--- src/rtl/cpu_pkg.sv ---
// cpu_pkg -- definitions shared by the PC unit and the instruction decoder.
//   pc_op_e      : next-PC operation encoding (INC, BRANCH, JUMP, JAL)
//   COND_*       : 4-bit condition-code constants used by BRANCH and JUMP
//   FLAG_*       : bit positions inside the 5-bit flag word {C,L,F,Z,N}
package cpu_pkg;

  typedef enum logic [1:0] {
    PC_INC    = 2'd0,
    PC_BRANCH = 2'd1,
    PC_JUMP   = 2'd2,
    PC_JAL    = 2'd3
  } pc_op_e;

  localparam logic [3:0] COND_EQ = 4'd0;
  localparam logic [3:0] COND_NE = 4'd1;
  localparam logic [3:0] COND_CS = 4'd2;
  localparam logic [3:0] COND_CC = 4'd3;
  localparam logic [3:0] COND_HI = 4'd4;
  localparam logic [3:0] COND_LS = 4'd5;
  localparam logic [3:0] COND_GT = 4'd6;
  localparam logic [3:0] COND_LE = 4'd7;
  localparam logic [3:0] COND_FS = 4'd8;
  localparam logic [3:0] COND_FC = 4'd9;
  localparam logic [3:0] COND_LO = 4'd10;
  localparam logic [3:0] COND_HS = 4'd11;
  localparam logic [3:0] COND_LT = 4'd12;
  localparam logic [3:0] COND_GE = 4'd13;
  localparam logic [3:0] COND_UC = 4'd14;
  localparam logic [3:0] COND_NV = 4'd15;

  localparam int FLAG_C = 4;
  localparam int FLAG_L = 3;
  localparam int FLAG_F = 2;
  localparam int FLAG_Z = 1;
  localparam int FLAG_N = 0;

endpackage

--- src/rtl/pc_unit_if.sv ---
// pc_unit_if -- control/status bundle between the control FSM and pc_unit.
//   master : control side, drives pc_enable, pc_op, cond, disp, target,
//            flag_we, flags_in; reads pc_out, flags_out, taken, link_out
//   slave  : pc_unit side, the reverse directions
interface pc_unit_if
  import cpu_pkg::*;
#(
  parameter int ADDR_W = 16
);
  logic              pc_enable;
  pc_op_e            pc_op;
  logic [3:0]        cond;
  logic [7:0]        disp;
  logic [ADDR_W-1:0] target;
  logic              flag_we;
  logic [4:0]        flags_in;
  logic [ADDR_W-1:0] pc_out;
  logic [4:0]        flags_out;
  logic              taken;
  logic [ADDR_W-1:0] link_out;

  modport master (
    output pc_enable, pc_op, cond, disp, target, flag_we, flags_in,
    input  pc_out, flags_out, taken, link_out
  );

  modport slave (
    input  pc_enable, pc_op, cond, disp, target, flag_we, flags_in,
    output pc_out, flags_out, taken, link_out
  );
endinterface

--- src/rtl/cond_eval.sv ---
// cond_eval -- combinational condition-code evaluation against a flag word.
//   cond  : 4-bit condition code (COND_* in cpu_pkg)
//   flags : flag word {C,L,F,Z,N}
//   true  : high when the condition holds
module cond_eval
  import cpu_pkg::*;
(
  input  logic [3:0] cond,
  input  logic [4:0] flags,
  output logic       true
);

  // Decode the condition code into a single truth bit.
  always_comb begin
    true = 1'b0;
    case (cond)
      COND_EQ: true = flags[FLAG_Z];
      COND_NE: true = ~flags[FLAG_Z];
      COND_CS: true = flags[FLAG_C];
      COND_CC: true = ~flags[FLAG_C];
      COND_HI: true = flags[FLAG_L];
      COND_LS: true = ~flags[FLAG_L];
      COND_GT: true = flags[FLAG_N];
      COND_LE: true = ~flags[FLAG_N];
      COND_FS: true = flags[FLAG_F];
      COND_FC: true = ~flags[FLAG_F];
      COND_LO: true = ~flags[FLAG_L] & ~flags[FLAG_Z];
      COND_HS: true = flags[FLAG_L] | flags[FLAG_Z];
      COND_LT: true = ~flags[FLAG_N] & ~flags[FLAG_Z];
      COND_GE: true = flags[FLAG_N] | flags[FLAG_Z];
      COND_UC: true = 1'b1;
      COND_NV: true = 1'b0;
      default: true = 1'b0;
    endcase
  end

endmodule

--- src/rtl/pc_unit.sv ---
// pc_unit -- program counter, flag register and optional link register.
//   clk    : clock, all state on rising edge
//   reset  : asynchronous, active-low reset
//   bus    : pc_unit_if.slave (pc_enable, pc_op, cond, disp, target,
//            flag_we, flags_in in; pc_out, flags_out, taken, link_out out)
// Build option: define PC_UNIT_LINK_EN to enable JAL with a link register;
// otherwise JAL behaves as INC and link_out is tied to zero.
// ADDR_W must exceed 8 (the displacement is sign-extended from 8 bits).
module pc_unit
  import cpu_pkg::*;
#(
  parameter int                ADDR_W   = 16,
  parameter logic [ADDR_W-1:0] RESET_PC = {ADDR_W{1'b0}}
) (
  input  logic      clk,
  input  logic      reset,
  pc_unit_if.slave  bus
);

  localparam logic [ADDR_W-1:0] PC_ONE = {{(ADDR_W-1){1'b0}}, 1'b1};

  logic [ADDR_W-1:0] pc_q, pc_d;
  logic [4:0]        flags_q, flags_d;
  logic              taken_q, taken_d;
  logic [ADDR_W-1:0] pc_inc_s;
  logic [ADDR_W-1:0] disp_ext_s;
  logic              cond_true_s;
`ifdef PC_UNIT_LINK_EN
  logic [ADDR_W-1:0] link_q, link_d;
`endif

  // Conditions always see the registered (pre-edge) flags.
  cond_eval u_cond_eval (
    .cond  (bus.cond),
    .flags (flags_q),
    .true  (cond_true_s)
  );

  assign pc_inc_s   = pc_q + PC_ONE;
  assign disp_ext_s = {{(ADDR_W-8){bus.disp[7]}}, bus.disp};

  // Next-state selection for PC, taken, link and flags.
  always_comb begin
    pc_d    = pc_q;
    taken_d = 1'b0;
`ifdef PC_UNIT_LINK_EN
    link_d  = link_q;
`endif
    if (bus.pc_enable) begin
      case (bus.pc_op)
        PC_INC: begin
          pc_d = pc_inc_s;
        end
        PC_BRANCH: begin
          if (cond_true_s) begin
            pc_d    = pc_q + disp_ext_s;
            taken_d = 1'b1;
          end else begin
            pc_d = pc_inc_s;
          end
        end
        PC_JUMP: begin
          if (cond_true_s) begin
            pc_d    = bus.target;
            taken_d = 1'b1;
          end else begin
            pc_d = pc_inc_s;
          end
        end
        PC_JAL: begin
`ifdef PC_UNIT_LINK_EN
          pc_d    = bus.target;
          link_d  = pc_inc_s;
          taken_d = 1'b1;
`else
          pc_d = pc_inc_s;
`endif
        end
        default: begin
          pc_d = pc_inc_s;
        end
      endcase
    end else begin
      pc_d = pc_q;
    end

    if (bus.flag_we) begin
      flags_d = bus.flags_in;
    end else begin
      flags_d = flags_q;
    end
  end

  // State registers with asynchronous reset.
  always_ff @(posedge clk or negedge reset) begin
    if (!reset) begin
      pc_q    <= RESET_PC;
      flags_q <= 5'd0;
      taken_q <= 1'b0;
`ifdef PC_UNIT_LINK_EN
      link_q  <= {ADDR_W{1'b0}};
`endif
    end else begin
      pc_q    <= pc_d;
      flags_q <= flags_d;
      taken_q <= taken_d;
`ifdef PC_UNIT_LINK_EN
      link_q  <= link_d;
`endif
    end
  end

  assign bus.pc_out    = pc_q;
  assign bus.flags_out = flags_q;
  assign bus.taken     = taken_q;
`ifdef PC_UNIT_LINK_EN
  assign bus.link_out  = link_q;
`else
  assign bus.link_out  = {ADDR_W{1'b0}};
`endif

endmodule

--- src/flat_wrapper.sv ---
// flat-port wrapper written by rule: the top's interface ports become plain ports
module pc_unit_flat import cpu_pkg::*;
#(
  parameter int                ADDR_W   = 16,
  parameter logic [ADDR_W-1:0] RESET_PC = {ADDR_W{1'b0}}
)
  (clk, reset, bus_pc_enable, bus_pc_op, bus_cond, bus_disp, bus_target, bus_flag_we, bus_flags_in, bus_pc_out, bus_flags_out, bus_taken, bus_link_out);
  pc_unit_if #(.ADDR_W(ADDR_W)) bus_i ();
  input  logic clk;
  input  logic reset;
  input wire logic [$bits(bus_i.pc_enable)-1:0] bus_pc_enable;
  input wire logic [$bits(bus_i.pc_op)-1:0] bus_pc_op;
  input wire logic [$bits(bus_i.cond)-1:0] bus_cond;
  input wire logic [$bits(bus_i.disp)-1:0] bus_disp;
  input wire logic [$bits(bus_i.target)-1:0] bus_target;
  input wire logic [$bits(bus_i.flag_we)-1:0] bus_flag_we;
  input wire logic [$bits(bus_i.flags_in)-1:0] bus_flags_in;
  output wire logic [$bits(bus_i.pc_out)-1:0] bus_pc_out;
  output wire logic [$bits(bus_i.flags_out)-1:0] bus_flags_out;
  output wire logic [$bits(bus_i.taken)-1:0] bus_taken;
  output wire logic [$bits(bus_i.link_out)-1:0] bus_link_out;
  assign bus_i.pc_enable = bus_pc_enable;
  assign bus_i.pc_op = bus_pc_op;
  assign bus_i.cond = bus_cond;
  assign bus_i.disp = bus_disp;
  assign bus_i.target = bus_target;
  assign bus_i.flag_we = bus_flag_we;
  assign bus_i.flags_in = bus_flags_in;
  assign bus_pc_out = bus_i.pc_out;
  assign bus_flags_out = bus_i.flags_out;
  assign bus_taken = bus_i.taken;
  assign bus_link_out = bus_i.link_out;
  pc_unit #(.ADDR_W(ADDR_W), .RESET_PC(RESET_PC)) u_core (.clk(clk), .reset(reset), .bus(bus_i));
endmodule
--- config.mk ---
export PLATFORM = sky130hd
export DESIGN_NAME = pc_unit_flat
export DESIGN_NICKNAME = d
export VERILOG_FILES = /design/src/rtl/cpu_pkg.sv /design/src/rtl/pc_unit_if.sv /design/src/rtl/cond_eval.sv /design/src/rtl/pc_unit.sv /design/src/flat_wrapper.sv
export SDC_FILE = /design/constraint.sdc
export NUM_CORES = 1
export LEC_CHECK = 0
export BUFFER_PORTS_ARGS = -buffer_cell sky130_fd_sc_hd__buf_2
export CORE_MARGIN = 4
export CORE_UTILIZATION = 25
export DETAILED_ROUTE_END_ITERATION = 8
export PLACE_DENSITY = 0.52
export SLEW_MARGIN = 15
export SYNTH_ARGS = -nofsm -noshare
export SYNTH_HDL_FRONTEND = slang
export SYNTH_HIERARCHICAL = 1
export SYNTH_SLANG_ARGS = --single-unit
export TNS_END_PERCENT = 30
--- constraint.sdc ---
create_clock -name clk -period 4.06 [get_ports clk]
set_input_delay 0.812 -clock clk [delete_from_list [all_inputs] [get_ports clk]]
set_output_delay 0.812 -clock clk [all_outputs]
set_load 0.05 [all_outputs]
==> results.sh <==
export IMPL_period_needed_ns=3.113
export IMPL_synthDistinctLibCells=68
export IMPL_rr_startpoint="u_core/bus.flags_out[1]"
export IMPL_core_area_mm2=0.01089
export IMPL_pin_count=77
export IMPL_post_cts_setup_buffer_count=0
export IMPL_relSlewSlack_pct=62.11
export IMPL_grt_pass1_wl_mm=14.95
export IMPL_clk_latency_ns=0.27
export IMPL_yosysTopAreaCellShare_pct=19.76
export IMPL_hold_path_class="in -> async"
export IMPL_die_h_um=113.6
export IMPL_syn_to_final_growth_pct=15.90
export IMPL_cts_sinks=22
export IMPL_rows=38
export IMPL_synth_edf_count=0
export IMPL_drtIter0Drc=231
export IMPL_die_area_mm2=0.01290
export IMPL_peakVddDrop_mv=0.1345
export IMPL_leakagePower_uw=0.001442
export IMPL_grt_overflow=0
export IMPL_place_area_mm2=0.003158
export IMPL_critPathKind="in -> reg"
export IMPL_grt_antenna_before_repair=0
export IMPL_drtAntennaViolNets=0
export IMPL_cts_tree="done"
export IMPL_fmax_ghz=0.3213
export IMPL_synth_area_leaders="dfrtp_1 20%, ha_1 8.1%, a21oi_1 6.5%, buf_4 4.3%, nor2_1 3.8%"
export IMPL_reg2reg_to="u_core/bus.pc_out[8]"
export IMPL_yosysSeqAreaShare_pct=19.76
export IMPL_ys_ff_latch=22
export IMPL_wl_mm=9.003
export IMPL_synth_most_common_cell="a21oi_1"
export IMPL_routed_via_density=5.288
export IMPL_required_ns=4.26
export IMPL_setup_worst_path_start_class="input pin"
export IMPL_reg2reg_slack_ns=1.27
export IMPL_cts_buffers=3
export IMPL_endpoint_kind="flop"
export IMPL_hpwl_mm=6.942
export IMPL_numPortBuffers=60
export IMPL_dr_pass1_iters=6
export IMPL_power_density_mw_per_mm2=522.2
export IMPL_synthArstFlopShare_pct=100.0
export IMPL_arrival_ns=3.31
export IMPL_ys_flop_type="dfrtp_1"
export IMPL_rr_worst_depth=10
export IMPL_track_usage_pct=14.03
export IMPL_die_w_um=113.6
export IMPL_gp_congestion=0.8305
export IMPL_grt_max_degree=27
export IMPL_grt_pass1_vias=2796
export IMPL_clk_path_buf_depth=2
export IMPL_fill_cells=1184
export IMPL_ys_top_cells_by_count="36 x a21oi_1, 28 x nor2_1, 24 x nand2_1, 22 x dfrtp_1, 18 x ha_1"
export IMPL_multiInputGateArea_mm2=0.002061
export IMPL_final_setup_tns_ns=0
export IMPL_status="finished clean"
export IMPL_yosys_warnings=6
export IMPL_critPathMaxFanout=12
export IMPL_wl_per_cell_um=16.61
export IMPL_cts_root_buf="clkbuf_8"
export IMPL_fin_nets=461
export IMPL_period_share_pct=76.67
export IMPL_skew_ns=0.004394
export IMPL_syn_inst=351
export IMPL_ff_latch_area_um2=550.5
export IMPL_n_antenna_cell=0
export IMPL_tightest_slew_ns=0.5684
export IMPL_via_count=2866
export IMPL_start_util_pct=25.59
export IMPL_setup_viol=0
export IMPL_syn_avg_cell_area_um2=7.939
export IMPL_synth_largest_area_cell="dfrtp_1"
export IMPL_rsz0062_at_grt="no"
export IMPL_final_util_pct=29.66
export IMPL_final_hold_viol_count=0
export IMPL_syn_area_mm2=0.002786
export IMPL_ctsResizeCount=0
export IMPL_htree_levels=1
export IMPL_layout_drive_gt1_share_pct=21.89
export IMPL_cts_clk_slew_worst_paths_ns=0.10
export IMPL_drv_cap=0
export IMPL_drc=0
export IMPL_cts_hold_buf=0
export IMPL_design_area_mm2=0.003229
export IMPL_finalMaxSlewViolations=0
==> how the worst max path moves through the flow <==
stage,startpoint,to,slack (ns)
floorplan,bus_cond[0],u_core/bus.pc_out[7],1.09
finish,bus_cond[0],u_core/bus.pc_out[8],0.95
detailed placement,bus_cond[1],u_core/bus.pc_out[8],0.67
global route,bus_cond[1],u_core/bus.pc_out[8],0.79
CTS,bus_cond[1],u_core/bus.pc_out[8],0.97
global placement,bus_cond[0],u_core/bus.pc_out[14],0.79
==> sequential cells by signal, indices dropped and copies added (netlist names) <==
name                  cells
u_core/bus.pc_out        16
u_core/bus.taken          1
u_core/bus.flags_out      5
==> area by class of cell <==
type	count	share of cell area (%)
sequential	22	17.05
timing repair buffer	64	10.23
clock buffer	3	1.279
clock inverter	1	0.9299
tap	140	5.424
multi-input combinational	301	63.81
inverter	11	1.279
==> through the flow <==
stage | worst slack [ns] | total power, uW | cells | hold WS (ns)
floorplan | 1.093 | 1202 | 366 | 0.5164
global placement | 0.7879 | 1459 | 538 | 0.5347
detailed placement | 0.6680 | 1464 | 538 | 0.5543
CTS | 0.9709 | 1689 | 542 | 0.5481
global route | 0.7901 | 1814 | 542 | 0.5738
finish | 0.9473 | 1686 | 542 | 0.5172
==> cells by family (layout without fill, tap and decap cells) <==
| logic type | Yosys count | in the layout | share of synthesized area [%] |
|---|---|---|---|
| buf+inv | 43 | 79 | 8.307 |
| compound gates | 117 | 117 | 28.24 |
| mux | 16 | 16 | 6.197 |
| flops | 22 | 22 | 19.76 |
| xor+xnor | 18 | 18 | 5.658 |
| fa+ha+maj | 19 | 19 | 8.801 |
| other cells | 1 | 16 | 0.1346 |
| simple gates | 115 | 115 | 22.90 |
==> cells in the final DEF (no fill, tap or decap), types with 2 or more instances in the layout <==
cell type / Yosys / routed
a211o_1: 4 / 4
a211oi_1: 7 / 7
a21o_1: 13 / 13
a21oi_1: 36 / 36
a221o_1: 2 / 2
a221oi_1: 6 / 6
a311o_1: 2 / 2
a31oi_1: 3 / 3
and2_1: 2 / 2
and3_1: 5 / 5
buf_2: 2 / 60
buf_4: 16 / 4
clkbuf_8: 0 / 3
conb_1: 1 / 16
dfrtp_1: 22 / 22
ha_1: 18 / 18
inv_1: 11 / 11
mux2_2: 9 / 9
mux2i_1: 6 / 6
nand2_1: 24 / 24
nand2b_1: 7 / 7
nand3_1: 12 / 12
nand4_1: 2 / 2
nor2_1: 28 / 28
nor2b_1: 3 / 3
nor3_1: 11 / 11
nor4_2: 2 / 2
o21a_1: 4 / 4
o21ai_0: 15 / 15
o21ai_1: 2 / 2
o221ai_1: 4 / 4
o22ai_1: 5 / 5
o31ai_1: 2 / 2
or3_1: 2 / 2
or4_1: 2 / 2
xnor2_1: 10 / 10
xor2_1: 8 / 8
==> report_power, final <==
part	internal, uW	switching (uW)
Combinational	382	684
Sequential	273	130
Clock	132	86.8
==> worst max-delay path, cell delays in order <==
cell and delay [ns]:
buf_2 0.15, or4b_1 0.51, o31ai_1 0.08, a211o_1 0.12, a221o_1 0.45, and2_0 0.35, a21oi_1 0.15, nand2_1 0.10
o21ai_0 0.09, a311o_1 0.37, a21oi_1 0.13
==> per-layer routing <==
layer / up-vias / routed length (um) / GRT usage (%)
met1: 1364 / 4076 / 19.35
met5: - / 0 / 0
met3: 6 / 570 / 2.599
li1: 1393 / - / -
met2: 103 / 4297 / 23.09
met4: 0 / 60 / 2.564
No activity file was read; power rests on OpenSTA's default activity.
